[src/rtl/sha_run_ctrl_if.sv]
// Bundle between the SHA run controller and its cores/host.
// The controller takes the master modport; the cores and host side take the slave modport.
interface sha_run_ctrl_if #(
    parameter int unsigned N_CORES = 4,
    parameter int unsigned CNT_W   = 16
);
    logic               go;
    logic               abort;
    logic [N_CORES-1:0] core_ready;
    logic [N_CORES-1:0] core_valid;
    logic [N_CORES-1:0] core_found;
    logic [N_CORES-1:0] core_start;
    logic               busy;
    logic               done;
    logic               pass;
    logic [N_CORES-1:0] fail_mask;
    logic               timeout;
    logic [CNT_W-1:0]   latency_max;
    logic [7:0]         runs_done;

    modport master (
        input  go, abort, core_ready, core_valid, core_found,
        output core_start, busy, done, pass, fail_mask, timeout, latency_max, runs_done
    );

    modport slave (
        output go, abort, core_ready, core_valid, core_found,
        input  core_start, busy, done, pass, fail_mask, timeout, latency_max, runs_done
    );
endinterface

[src/rtl/sha_run_ctrl.sv]
// Session sequencer for N parallel SHA cores: waits for ready, starts all cores,
// collects first digest_valid per core with latency/timeout tracking, repeats RUNS times.
module sha_run_ctrl #(
    parameter int unsigned N_CORES     = 4,
    parameter int unsigned CNT_W       = 16,
    parameter int unsigned TIMEOUT     = 1000,
    parameter int unsigned RUNS        = 1,
    parameter bit          PULSE_START = 1'b0
) (
    input  logic          clk,
    input  logic          rst,
    sha_run_ctrl_if.master bus
);

    localparam logic [CNT_W-1:0] TMO     = CNT_W'(TIMEOUT);
    localparam logic [CNT_W-1:0] CNT_MAX = '1;
    localparam logic [7:0]       RUNS_L  = 8'(RUNS);

    typedef enum logic [2:0] {
        IDLE,
        WAIT_READY,
        START,
        WAIT_VALID,
        CHECK,
        DONE
    } state_t;

    state_t             state;
    logic [CNT_W-1:0]   cnt;
    logic [N_CORES-1:0] seen;

    logic [N_CORES-1:0] new_valid;
    logic [N_CORES-1:0] new_fail;
    logic [N_CORES-1:0] seen_nxt;
    logic               all_seen;
    logic               lat_upd;
    logic [CNT_W-1:0]   cnt_inc;

    // First valid per core only; a valid arriving with the timeout still counts.
    assign new_valid = bus.core_valid & ~seen;
    assign new_fail  = new_valid & ~bus.core_found;
    assign seen_nxt  = seen | new_valid;
    assign all_seen  = &seen_nxt;
    assign lat_upd   = (|new_valid) && (cnt > bus.latency_max);
    assign cnt_inc   = (cnt == CNT_MAX) ? cnt : cnt + CNT_W'(1);

    // cnt is 0 during START, so in WAIT_VALID it equals cycles since start.
    always_ff @(posedge clk or posedge rst) begin
        if (rst) begin
            state           <= IDLE;
            cnt             <= '0;
            seen            <= '0;
            bus.core_start  <= '0;
            bus.busy        <= 1'b0;
            bus.done        <= 1'b0;
            bus.pass        <= 1'b0;
            bus.fail_mask   <= '0;
            bus.timeout     <= 1'b0;
            bus.latency_max <= '0;
            bus.runs_done   <= '0;
        end else begin
            bus.done <= 1'b0;
            if (bus.abort) begin
                state          <= IDLE;
                bus.core_start <= '0;
                bus.busy       <= 1'b0;
            end else begin
                case (state)
                    IDLE: begin
                        if (bus.go) begin
                            state           <= WAIT_READY;
                            bus.busy        <= 1'b1;
                            cnt             <= '0;
                            bus.pass        <= 1'b0;
                            bus.fail_mask   <= '0;
                            bus.timeout     <= 1'b0;
                            bus.latency_max <= '0;
                            bus.runs_done   <= '0;
                        end
                    end
                    WAIT_READY: begin
                        if (&bus.core_ready) begin
                            state          <= START;
                            cnt            <= '0;
                            seen           <= '0;
                            bus.core_start <= '1;
                        end else if (cnt == TMO) begin
                            state         <= DONE;
                            bus.timeout   <= 1'b1;
                            bus.fail_mask <= ~bus.core_ready;
                            bus.pass      <= 1'b0;
                            bus.done      <= 1'b1;
                        end else begin
                            cnt <= cnt_inc;
                        end
                    end
                    START: begin
                        state <= WAIT_VALID;
                        cnt   <= cnt_inc;
                        if (PULSE_START) bus.core_start <= '0;
                    end
                    WAIT_VALID: begin
                        seen          <= seen_nxt;
                        bus.fail_mask <= bus.fail_mask | new_fail;
                        if (lat_upd) bus.latency_max <= cnt;
                        bus.core_start <= PULSE_START ? '0 : (bus.core_start & ~new_valid);
                        if (all_seen) begin
                            state <= CHECK;
                        end else if (cnt == TMO) begin
                            state          <= DONE;
                            bus.timeout    <= 1'b1;
                            bus.fail_mask  <= bus.fail_mask | new_fail | ~seen_nxt;
                            bus.core_start <= '0;
                            bus.pass       <= 1'b0;
                            bus.done       <= 1'b1;
                        end else begin
                            cnt <= cnt_inc;
                        end
                    end
                    CHECK: begin
                        bus.runs_done <= bus.runs_done + 8'd1;
                        if ((bus.runs_done + 8'd1 == RUNS_L) || (bus.fail_mask != '0)) begin
                            state    <= DONE;
                            bus.done <= 1'b1;
                            bus.pass <= (bus.fail_mask == '0) && !bus.timeout;
                        end else begin
                            state <= WAIT_READY;
                            cnt   <= '0;
                        end
                    end
                    DONE: begin
                        state    <= IDLE;
                        bus.busy <= 1'b0;
                    end
                    default: begin
                        state <= IDLE;
                    end
                endcase
            end
        end
    end

endmodule
[src/flat_wrapper.sv]
// flat-port wrapper written by rule: the top's interface ports become plain ports
module sha_run_ctrl_flat 
#(
    parameter int unsigned N_CORES     = 4,
    parameter int unsigned CNT_W       = 16,
    parameter int unsigned TIMEOUT     = 1000,
    parameter int unsigned RUNS        = 1,
    parameter bit          PULSE_START = 1'b0
)
  (clk, rst, bus_go, bus_abort, bus_core_ready, bus_core_valid, bus_core_found, bus_core_start, bus_busy, bus_done, bus_pass, bus_fail_mask, bus_timeout, bus_latency_max, bus_runs_done);
  sha_run_ctrl_if #(.N_CORES(N_CORES), .CNT_W(CNT_W)) bus_i ();
  input  logic clk;
  input  logic rst;
  input wire logic [$bits(bus_i.go)-1:0] bus_go;
  input wire logic [$bits(bus_i.abort)-1:0] bus_abort;
  input wire logic [$bits(bus_i.core_ready)-1:0] bus_core_ready;
  input wire logic [$bits(bus_i.core_valid)-1:0] bus_core_valid;
  input wire logic [$bits(bus_i.core_found)-1:0] bus_core_found;
  output wire logic [$bits(bus_i.core_start)-1:0] bus_core_start;
  output wire logic [$bits(bus_i.busy)-1:0] bus_busy;
  output wire logic [$bits(bus_i.done)-1:0] bus_done;
  output wire logic [$bits(bus_i.pass)-1:0] bus_pass;
  output wire logic [$bits(bus_i.fail_mask)-1:0] bus_fail_mask;
  output wire logic [$bits(bus_i.timeout)-1:0] bus_timeout;
  output wire logic [$bits(bus_i.latency_max)-1:0] bus_latency_max;
  output wire logic [$bits(bus_i.runs_done)-1:0] bus_runs_done;
  assign bus_i.go = bus_go;
  assign bus_i.abort = bus_abort;
  assign bus_i.core_ready = bus_core_ready;
  assign bus_i.core_valid = bus_core_valid;
  assign bus_i.core_found = bus_core_found;
  assign bus_core_start = bus_i.core_start;
  assign bus_busy = bus_i.busy;
  assign bus_done = bus_i.done;
  assign bus_pass = bus_i.pass;
  assign bus_fail_mask = bus_i.fail_mask;
  assign bus_timeout = bus_i.timeout;
  assign bus_latency_max = bus_i.latency_max;
  assign bus_runs_done = bus_i.runs_done;
  sha_run_ctrl #(.N_CORES(N_CORES), .CNT_W(CNT_W), .TIMEOUT(TIMEOUT), .RUNS(RUNS), .PULSE_START(PULSE_START)) u_core (.clk(clk), .rst(rst), .bus(bus_i));
endmodule
[config.mk]
export PLATFORM = sky130hd
export DESIGN_NAME = sha_run_ctrl_flat
export DESIGN_NICKNAME = d
export VERILOG_FILES = /design/src/rtl/sha_run_ctrl_if.sv /design/src/rtl/sha_run_ctrl.sv /design/src/flat_wrapper.sv
export SDC_FILE = /design/constraint.sdc
export NUM_CORES = 1
export LEC_CHECK = 0
export CORE_ASPECT_RATIO = 0.7
export CORE_UTILIZATION = 58
export CTS_BUF_LIST = sky130_fd_sc_hd__clkbuf_8
export DETAILED_ROUTE_END_ITERATION = 16
export PLACE_DENSITY = 0.8
export SLEW_MARGIN = 20
export SYNTH_ARGS = -nofsm -noshare
export SYNTH_HDL_FRONTEND = slang
export SYNTH_SLANG_ARGS = --single-unit
export TNS_END_PERCENT = 30
[constraint.sdc]
create_clock -name clk -period 2.9 [get_ports clk]
set_input_delay 0.435 -clock clk [delete_from_list [all_inputs] [get_ports clk]]
set_output_delay 0.435 -clock clk [all_outputs]
set_load 0.005 [all_outputs]
-- Word level (Yosys, flattened, before mapping)
Cells that the tools add are included.
- equal/unequal tests: 18
- multiplexer cells: 50
- bitwise gates (word level): 12
- magnitude comparators: 1
- add/sub/neg operators: 2
- reduce and logical (&&, ||, !) cells: 27
- operators with widths (kind ; count):
    $mux 16 ; 7
    $pmux 16 s5 ; 1
    $mux 4 ; 10
    $pmux 16 s2 ; 1
    $not 4->4 ; 5
    $mux 3 ; 6
    $add 16x1->16 const B ; 1
    $eq 16x10->1 const B ; 1
    $eq 16x16->1 const B ; 1
    $gt 16x16->1 ; 1
    $pmux 4 s2 ; 2
    $pmux 8 s2 ; 1
    $mux 1 ; 15
    $pmux 3 s5 ; 1
    $reduce_and 5->1 ; 3
    $and 4x4->4 ; 3
    $or 4x4->4 ; 3
    $pmux 4 s3 ; 1
    $reduce_and 4->1 ; 3
    $reduce_bool 3->1 ; 3
    $add 8x1->8 const B ; 1
    $eq 8x1->1 const B ; 1
    $mux 8 ; 1
    $ne 2x1->1 const B ; 4
    other kinds (22) ; 34
- input port bits: 16
- word-level logic and storage cells: 121
- output and inout port bits: 36
- register bits: 59

-- Depth between registers and ports, before layout
Gate-level depths: netlist of run 1.
- word-level depth: 8
- gate-level depth with buffers: 9
- mapped depth without buffers: 8

-- Least setup slack after synthesis of run 1
OpenSTA, ideal clock, no wires.
- kind: reg-to-reg
- from: register u_core.cnt[1]
- to: register u_core.bus.latency_max[0]
- library setup time: 0.079 ns
- required time: 2.821 ns
- data arrival time: 2.126 ns
- clock period less this slack: 2.205 ns
- slack: 0.695 ns
- buffers on the path: 1
- cell stages (with the launch flop): 8
- path through: dfrtp_1 ha_1 nor2b_1 o211ai_1 a2111oi_2 o41ai_4 buf_6 mux2i_1
- cells in the longest elaborated chain, start to end: 4
- RTL lines (item ; line ; RTL):
    start: declaration ; sha_run_ctrl.sv:29 ; logic [CNT_W-1:0] cnt;
    start signal: assignment ; sha_run_ctrl.sv:94 ; cnt <= cnt_inc;
    start signal: assignment ; sha_run_ctrl.sv:99 ; cnt <= cnt_inc;
    start signal: assignment ; sha_run_ctrl.sv:117 ; cnt <= cnt_inc;
    $gt 16x16->1 ; sha_run_ctrl.sv:44 ; assign lat_upd = (|new_valid) && (cnt > bus.latency_max);
    $logic_and 1x1->1 ; sha_run_ctrl.sv:44 ;
    $ne 2x1->1 (no line) ; -- ;
    $reduce_and 4->1 (no line) ; -- ;
    end signal: assignment ; sha_run_ctrl.sv:105 ; if (lat_upd) bus.latency_max <= cnt;
    end: declaration ; sha_run_ctrl_if.sv:23 ; output core_start, busy, done, pass, fail_mask, timeout, latency_max, runs_done
No other way between the ends.
A chain may end at the register's enable or synchronous reset.

-- Worst setup path in the final report of run 1
- from: register u_core.cnt[0]
- to: register u_core.cnt[9]
- cells in the longest elaborated chain, start to end: 5
- elaborated cells on any way between the ends: 8
- classes of those cells: 1 x add/sub; 2 x eq/ne; 5 x mux
- RTL lines (item ; line ; RTL):
    $add 16x1->16 / $eq 16x16->1 (equally long branches) ; sha_run_ctrl.sv:45 ; assign cnt_inc = (cnt == CNT_MAX) ? cnt : cnt + CNT_W'(1);
    $mux 16 ; sha_run_ctrl.sv:45 ;
    $mux 16 ; sha_run_ctrl.sv:87, sha_run_ctrl.sv:109 ;
    $mux 16 (on tied branches) ; sha_run_ctrl.sv:107, sha_run_ctrl.sv:82 ;
    $pmux 16 s5 (*) ; sha_run_ctrl.sv:68 ; case (state)
Every way passes the cells marked *; elsewhere a longest branch is shown, timed or not. The select of a mux whose other input is x is not followed.

==> run summary, run 1 <==
Psw: 0.574 mW
TritonCTS clock tree: built
Clock transition at the registers of the reported paths: 70 ps
Final hold violation count: 0
DR vias: 3,600
Crit start category: flop
Reg2Reg Launch Point: u_core.cnt[0]
Ys async rst share: 100%
Root Buffer: clkbuf_8
CP required: 3180 ps
Worst skew pair latency: 350 ps
Crit Path Max Fanout: 8
Clk buf depth: 2
IO Port Bufs: 51
YS warnings: 0
Largest net degree at the start of global routing: 60
Worst slew margin: 64.7%
Number of synthesized flops with an enable pin: 0
Synth top area share: 37.1%
Mapped Cells: 452
Num CTS Buffers: 9
Fin Clk Skew: 8.89 ps
Avg WL per Cell: 17.1 um
Slew @ Worst Pin: 526 ps
Static power due to leakage: 2.11 nW
Row count: 24
Synthesized flop and latch total: 59
Fraction of layout cells with a size suffix above 1: 9.94%
Post-CTS Setup Bufs: 0
Post-route setup slack: 531 ps
Die area: 7200 um2
Remaining DRCs: 0
Drt via density: 6.06
GRT Total Usage: 30.8%
Resized cells post-CTS: 0
Initial antenna violation count: 0
First-pass GRT wire length: 16.9 mm
ANT nets after route: 0
Worst vdd ir: 0.301 mV
Outcome: completed
Top cells by area, synth: dfrtp_1, nand2_1, ha_1, a21oi_1, mux2i_1
Hold buffers post-CTS: 0
Area delta synth->final: 18.8%
N_diodes: 0
Power share of the clock group: 37.3%
Post-place setup slack: 404 ps
RSZ-0062 raised after global routing: no
Primary FF master, synth: dfrtp_1
Max Fclk: 422 MHz
Post-synth top cells: nand2_1, dfrtp_1, a21oi_1, inv_1, nor2_1
Max-cap violations: 0
DP HPWL: 7.34 mm
R2R setup slack: 530 ps
Setup TNS: 0 ps
Fin crit period: 2370 ps
Initial core utilization: 61.9%
Crit Reg-Reg Endpoint: u_core.cnt[9]
Top Ports: 52
Syn_nets: 488
Critical path class: flop to flop
Combinational Power Share: 16.5%
Seq pwr share: 46.2%
Mapped Area: 3980 um2
Crit share post-route: 81.7%
Initial DRC count: 280
CP Capture Type: flop
Die W: 101 um
Final core occ: 73.5%
# setup viols final: 0
Final Max Tran Viols: 0
Worst R2R Path Depth: 8
Internal Power: 1.43 mW
Power Dens Cells: 424 nW/um2
Post-Synthesis Mean Instance Area: 8.80 um2
Remaining global-route overflow: 0
Count leader, synth: nand2_1
Inst Count DP: 578
Worst Path Arrival: 2650 ps
Layout Cells excl Fill: 594
DRT Wirelength: 10.2 mm
Final nets: 534
Switching share of power: 28.6%
First-pass DRT Iterations: 6
HP Class: primary input to asynchronous set/reset pin
Final GP Congestion: 0.869
Synth area leader: dfrtp_1
Max H-tree Level: 3
Vias in the first global route: 3,440
Netlist cell types: 66
Sequential element share of the synthesized area: 37.1%
Std-Cell Core Area: 6430 um2
Die height: 71.3 um
Sinks on Clock Net: 59
==> final cells by class <==
cell class / count / area [um2]
Multi-Input combinational cell: 339 / 2250
Fill cell: 528 / 1700
Sequential cell: 59 / 1480
Timing Repair Buffer: 59 / 583
Clock buffer: 10 / 138
Tap cell: 91 / 114
Inverter: 30 / 113
Clock inverter: 6 / 56.3
==> power groups by stage <==
stage,sequential [mW],combinational (mW),clock (mW)
final,0.926,0.331,0.748
after global routing,0.934,0.368,0.791
after CTS,0.925,0.328,0.754
after detailed placement,0.940,0.317,0
after global placement,0.938,0.311,0
after floorplan,0.923,0.224,0
==> state kept, by name, indices dropped and copies added (netlist names) <==
register and flops:
u_core.bus.core_start 4, u_core.bus.done 1, u_core.bus.fail_mask 4, u_core.bus.runs_done 8, u_core.bus.latency_max 16, u_core.bus.timeout 1
u_core.cnt 16, u_core.seen 4, u_core.bus.busy 1, u_core.state 3, u_core.bus.pass 1
==> layout by cell type, fill, tap and decap left out, drive strengths merged, types with 3 or more instances in the layout <==
| cell type | Yosys | layout |
|---|---|---|
| nand4 | 10 | 10 |
| clkinv | 0 | 3 |
| and4 | 4 | 4 |
| nand2 | 69 | 69 |
| a31oi | 13 | 13 |
| nand3 | 12 | 12 |
| mux2 | 4 | 4 |
| nor4 | 6 | 6 |
| dfrtp | 59 | 59 |
| a211oi | 3 | 3 |
| and2 | 7 | 7 |
| clkbuf | 10 | 10 |
| or3 | 3 | 3 |
| o211ai | 3 | 3 |
| o21ai | 31 | 31 |
| inv | 30 | 31 |
| nor3 | 6 | 6 |
| clkdlybuf4s50 | 0 | 51 |
| a22o | 4 | 4 |
| o31ai | 6 | 6 |
| buf | 14 | 8 |
| nor2b | 8 | 8 |
| mux2i | 16 | 16 |
| nand2b | 10 | 10 |
| and3 | 13 | 13 |
| ha | 20 | 20 |
| a21oi | 33 | 33 |
| nor2 | 24 | 24 |
==> cells by family (layout without fill, tap and decap cells) <==
family / after synthesis / after routing / synth area share, %
buf+inv: 54 / 105 / 6.42
compound gates: 118 / 118 / 21.0
fa+ha+maj: 20 / 20 / 6.29
flops: 59 / 59 / 37.1
mux: 20 / 20 / 5.16
simple gates: 179 / 179 / 23.5
xor+xnor: 2 / 2 / 0.440
==> worst max path at each step <==
| stage | from | endpoint | slack [ps] | depth (start not counted) |
|---|---|---|---|---|
| 2_1_floorplan | u_core.cnt[1] | u_core.bus.latency_max[0] | 700 | 7 |
| 6_report | u_core.cnt[0] | u_core.cnt[9] | 530 | 8 |
| 4_1_cts | u_core.cnt[0] | u_core.cnt[9] | 530 | 8 |
| 3_3_place_gp | bus_core_valid[2] | u_core.cnt[15] | 420 | 7 |
| 5_1_grt | u_core.cnt[9] | u_core.bus.latency_max[5] | 380 | 8 |
| 3_5_place_dp | bus_core_valid[3] | u_core.cnt[15] | 400 | 7 |
==> through the flow <==
| step | cell area (um2) | hold slack (ps) | power, mW |
|---|---|---|---|
| floorplan | 3980 | 476 | 1.15 |
| detailed placement | 4530 | 491 | 1.26 |
| finish | 4730 | 458 | 2.01 |
| global placement | 4530 | 474 | 1.25 |
| CTS | 4730 | 483 | 2.01 |
| global route | 4730 | 502 | 2.09 |
==> routing by layer <==
| metal | track usage, % | part of all wire [%] | up-vias |
|---|---|---|---|
| met2 | 45.1 | 43 | 147 |
| met4 | 8.37 | 1.2 | 0 |
| met3 | 9.85 | 8.5 | 12 |
| met1 | 43.9 | 47 | 1729 |
| met5 | 0 | 0 | - |
| li1 | - | - | 1712 |
==> worst max-delay path: stages (launching register included) <==
cell      delay (ps)
dfrtp_1          440
inv_1            120
ha_1             150
and4bb_1         220
nand4_1          330
nor3_2           370
nand4_1          350
o31ai_1          190
a21o_1           130
(Power assumes the default switching activity.)
==> inputs of run 2 (changes only) <==
- clock period: 2.9 -> 2.2 ns (I/O delays scaled with it)
==> run 2 against run 1 <==
  * The flow now finishes with violations (setup timing)
  * Highest routed layer unchanged
  * First-iteration DRC count grew 80%
  * Die area stayed put
  * Sequential power grew 31%
  * Combinational power rose by 85%
  * Critical path type unchanged
  * Clock-buffer cell count did not move
  * Fmax up 6.6%
  * Worst hold slack worse by 98 ps
  * Global-route usage increased by 3.2 points
  * Largest cell class unchanged
==> run summary, run 2 (synthesis results as in run 1) <==
DR vias: 4,057 (+13%)
IO Port Bufs: 51 (unchanged)
Largest net degree at the start of global routing: 60 (unchanged)
Seq pwr share: 39.5% (-6.7 points)
Initial antenna violation count: 0 (unchanged)
Worst slew margin: 64.1% (-0.62 points)
Psw: 0.831 mW (+45%)
Max H-tree Level: 3 (unchanged)
Fraction of layout cells with a size suffix above 1: 23.3% (+13 points)
Failing checks: setup timing
N_diodes: 0 (unchanged)
Power share of the clock group: 40.5% (+3.2 points)
# setup viols final: 2 (+2)
CP Capture Type: flop
Static power due to leakage: 2.43 nW (+15%)
HP Class: primary input to asynchronous set/reset pin
Bufs and invs on worst path: 1 (unchanged)
Commonest non-fill, non-tap cell in the layout: nand2_1
Combinational Power Share: 20.0% (+3.5 points)
Outcome: complete, but fails checks
Max-cap violations: 0 (unchanged)
Max Fclk: 450 MHz (+6.6%)
Crit start category: flop
Clock transition at the registers of the reported paths: 70 ps (about the same)
ANT nets after route: 0 (unchanged)
RSZ-0062 raised after global routing: yes
CP cell instances: ha_4, a21oi_1, o21ai_1, a21oi_2, a21oi_2, o41ai_4, buf_6, mux2i_1
Most frequent cells in the layout: nand2_1, buf_4, dfrtp_1, clkdlybuf4s50_1, a21oi_1
Fin crit period: 2220 ps (-148 ps)
Remaining DRCs: 0 (unchanged)
Std-Cell Core Area: 6430 um2 (unchanged)
Initial DRC count: 505 (+80%)
Top cell by count, worst path: a21oi_2
Row count: 24 (unchanged)
Top Ports: 52 (unchanged)
Total Power: 3.06 mW (+52%)
Fin Clk Skew: 11.1 ps (+2.20 ps)
Post-route setup slack: -21.8 ps (-552 ps)
CP top delay family: compound AO/OA/AOI/OAI gates
Sinks on Clock Net: 59 (unchanged)
Worst skew pair latency: 360 ps (about the same)
Crit Path Max Fanout: 8 (unchanged)
Final nets: 589 (+10%)
Die height: 71.3 um (unchanged)
Drt via density: 6.25 (+3.1%)
Max stage delay on crit path: 470 ps (+30 ps)
Switching share of power: 27.2% (-1.4 points)
Vias in the first global route: 3,842 (+12%)
Final Max Tran Viols: 0 (unchanged)
Slowest CP cell: dfrtp_2
CP required: 2470 ps (-710 ps)
Final GP Congestion: 0.982 (+13%)
Slew @ Worst Pin: 534 ps (+7.94 ps)
Largest regs: u_core.bus.latency_max x16, u_core.cnt x16, u_core.bus.runs_done x8
Clk buf depth: 2 (unchanged)
Final hold violation count: 0 (unchanged)
TritonCTS clock tree: built
Remaining global-route overflow: 0 (unchanged)
Power Dens Cells: 572 nW/um2 (+35%)
Area delta synth->final: 34.5%
Die area: 7200 um2 (unchanged)
Die W: 101 um (unchanged)
DP HPWL: 8.19 mm (+12%)
Initial core utilization: 61.9% (unchanged)
Worst vdd ir: 0.383 mV (+27%)
Final hold slack: 360 ps (-97.5 ps)
First-pass DRT Iterations: 6 (unchanged)
Root Buffer: clkbuf_8
GRT Total Usage: 33.9% (+3.2 points)
Critical path class: flop to flop
Internal Power: 2.23 mW (+56%)
Worst Path Arrival: 2490 ps (-160 ps)
Avg WL per Cell: 18.2 um (+6.3%)
Num CTS Buffers: 9 (unchanged)
Crit share post-route: 101% (+19 points)
DRT Wirelength: 11.8 mm (+16%)
First-pass GRT wire length: 18.6 mm (+10%)
[run 2: worst reg2reg max path: stages, from the launching register on]
cell and delay [ps]:
dfrtp_2 470, ha_4 270, a21oi_1 150, o21ai_1 130, a21oi_2 150, a21oi_2 90, o41ai_4 410, buf_6 210
mux2i_1 260
[run 2: layout make-up]
class / instances / area (um2)
sequential: 59 / 1480
clock buffer: 10 / 138
inverter: 30 / 113
clock inverter: 6 / 104
multi-input combinational: 339 / 2390
timing repair buffer: 114 / 1010
fill: 419 / 1080
tap: 91 / 114
[run 2: power by group through the flow]
stage	logic [mW]	clock network (mW)	registers (mW)
floorplan	0.295	0	1.22
global placement	0.503	0	1.21
detailed placement	0.521	0	1.22
CTS	0.526	1.24	1.20
global route	0.669	1.30	1.21
finish	0.613	1.24	1.21
[run 2: worst paths after layout]
| kind | start | to | slack [ps] | depth (start not counted) |
|---|---|---|---|---|
| hold / removal | rst | u_core.bus.latency_max[2] | 360 | 3 |
| hold reg to reg | u_core.bus.core_start[0] | u_core.bus.core_start[0] | 500 | 2 |
| setup reg to reg | u_core.cnt[7] | u_core.bus.latency_max[1] | -20 | 8 |
| min in group clk | u_core.bus.core_start[0] | u_core.bus.core_start[0] | 500 | 2 |
| max in group asynchronous | rst | u_core.cnt[7] | 1560 | 3 |
| setup / recovery | u_core.cnt[7] | u_core.bus.latency_max[1] | -20 | 8 |
[run 2: repair_timing]
action | in CTS | in global routing
gates resized for setup | 5 | 26
setup buffers | 1 | 6
pin swaps | 0 | 8
setup endpoints to repair | 9 | 30
hold buffers | 0 | 0
[run 2: per-layer routing]
metal | GRT usage [%] | part of all wire, %
met5 | 0 | 0
met4 | 12.2 | 2.6
met3 | 11.0 | 11
met2 | 51.9 | 45
met1 | 45.5 | 41
[run 2: per-stage QoR]
stage	setup TNS, ps	setup WS, ps	area (um2)	util [%]	cells
floorplan	0	11.1	3990	-	452
global placement	-74.0	-37.4	4900	76.2	626
detailed placement	-313	-80.6	4900	76.2	626
CTS	0	8.30	5160	80.4	643
global route	-2110	-179	5350	83.2	649
finish	-40.1	-21.8	5350	83.2	649
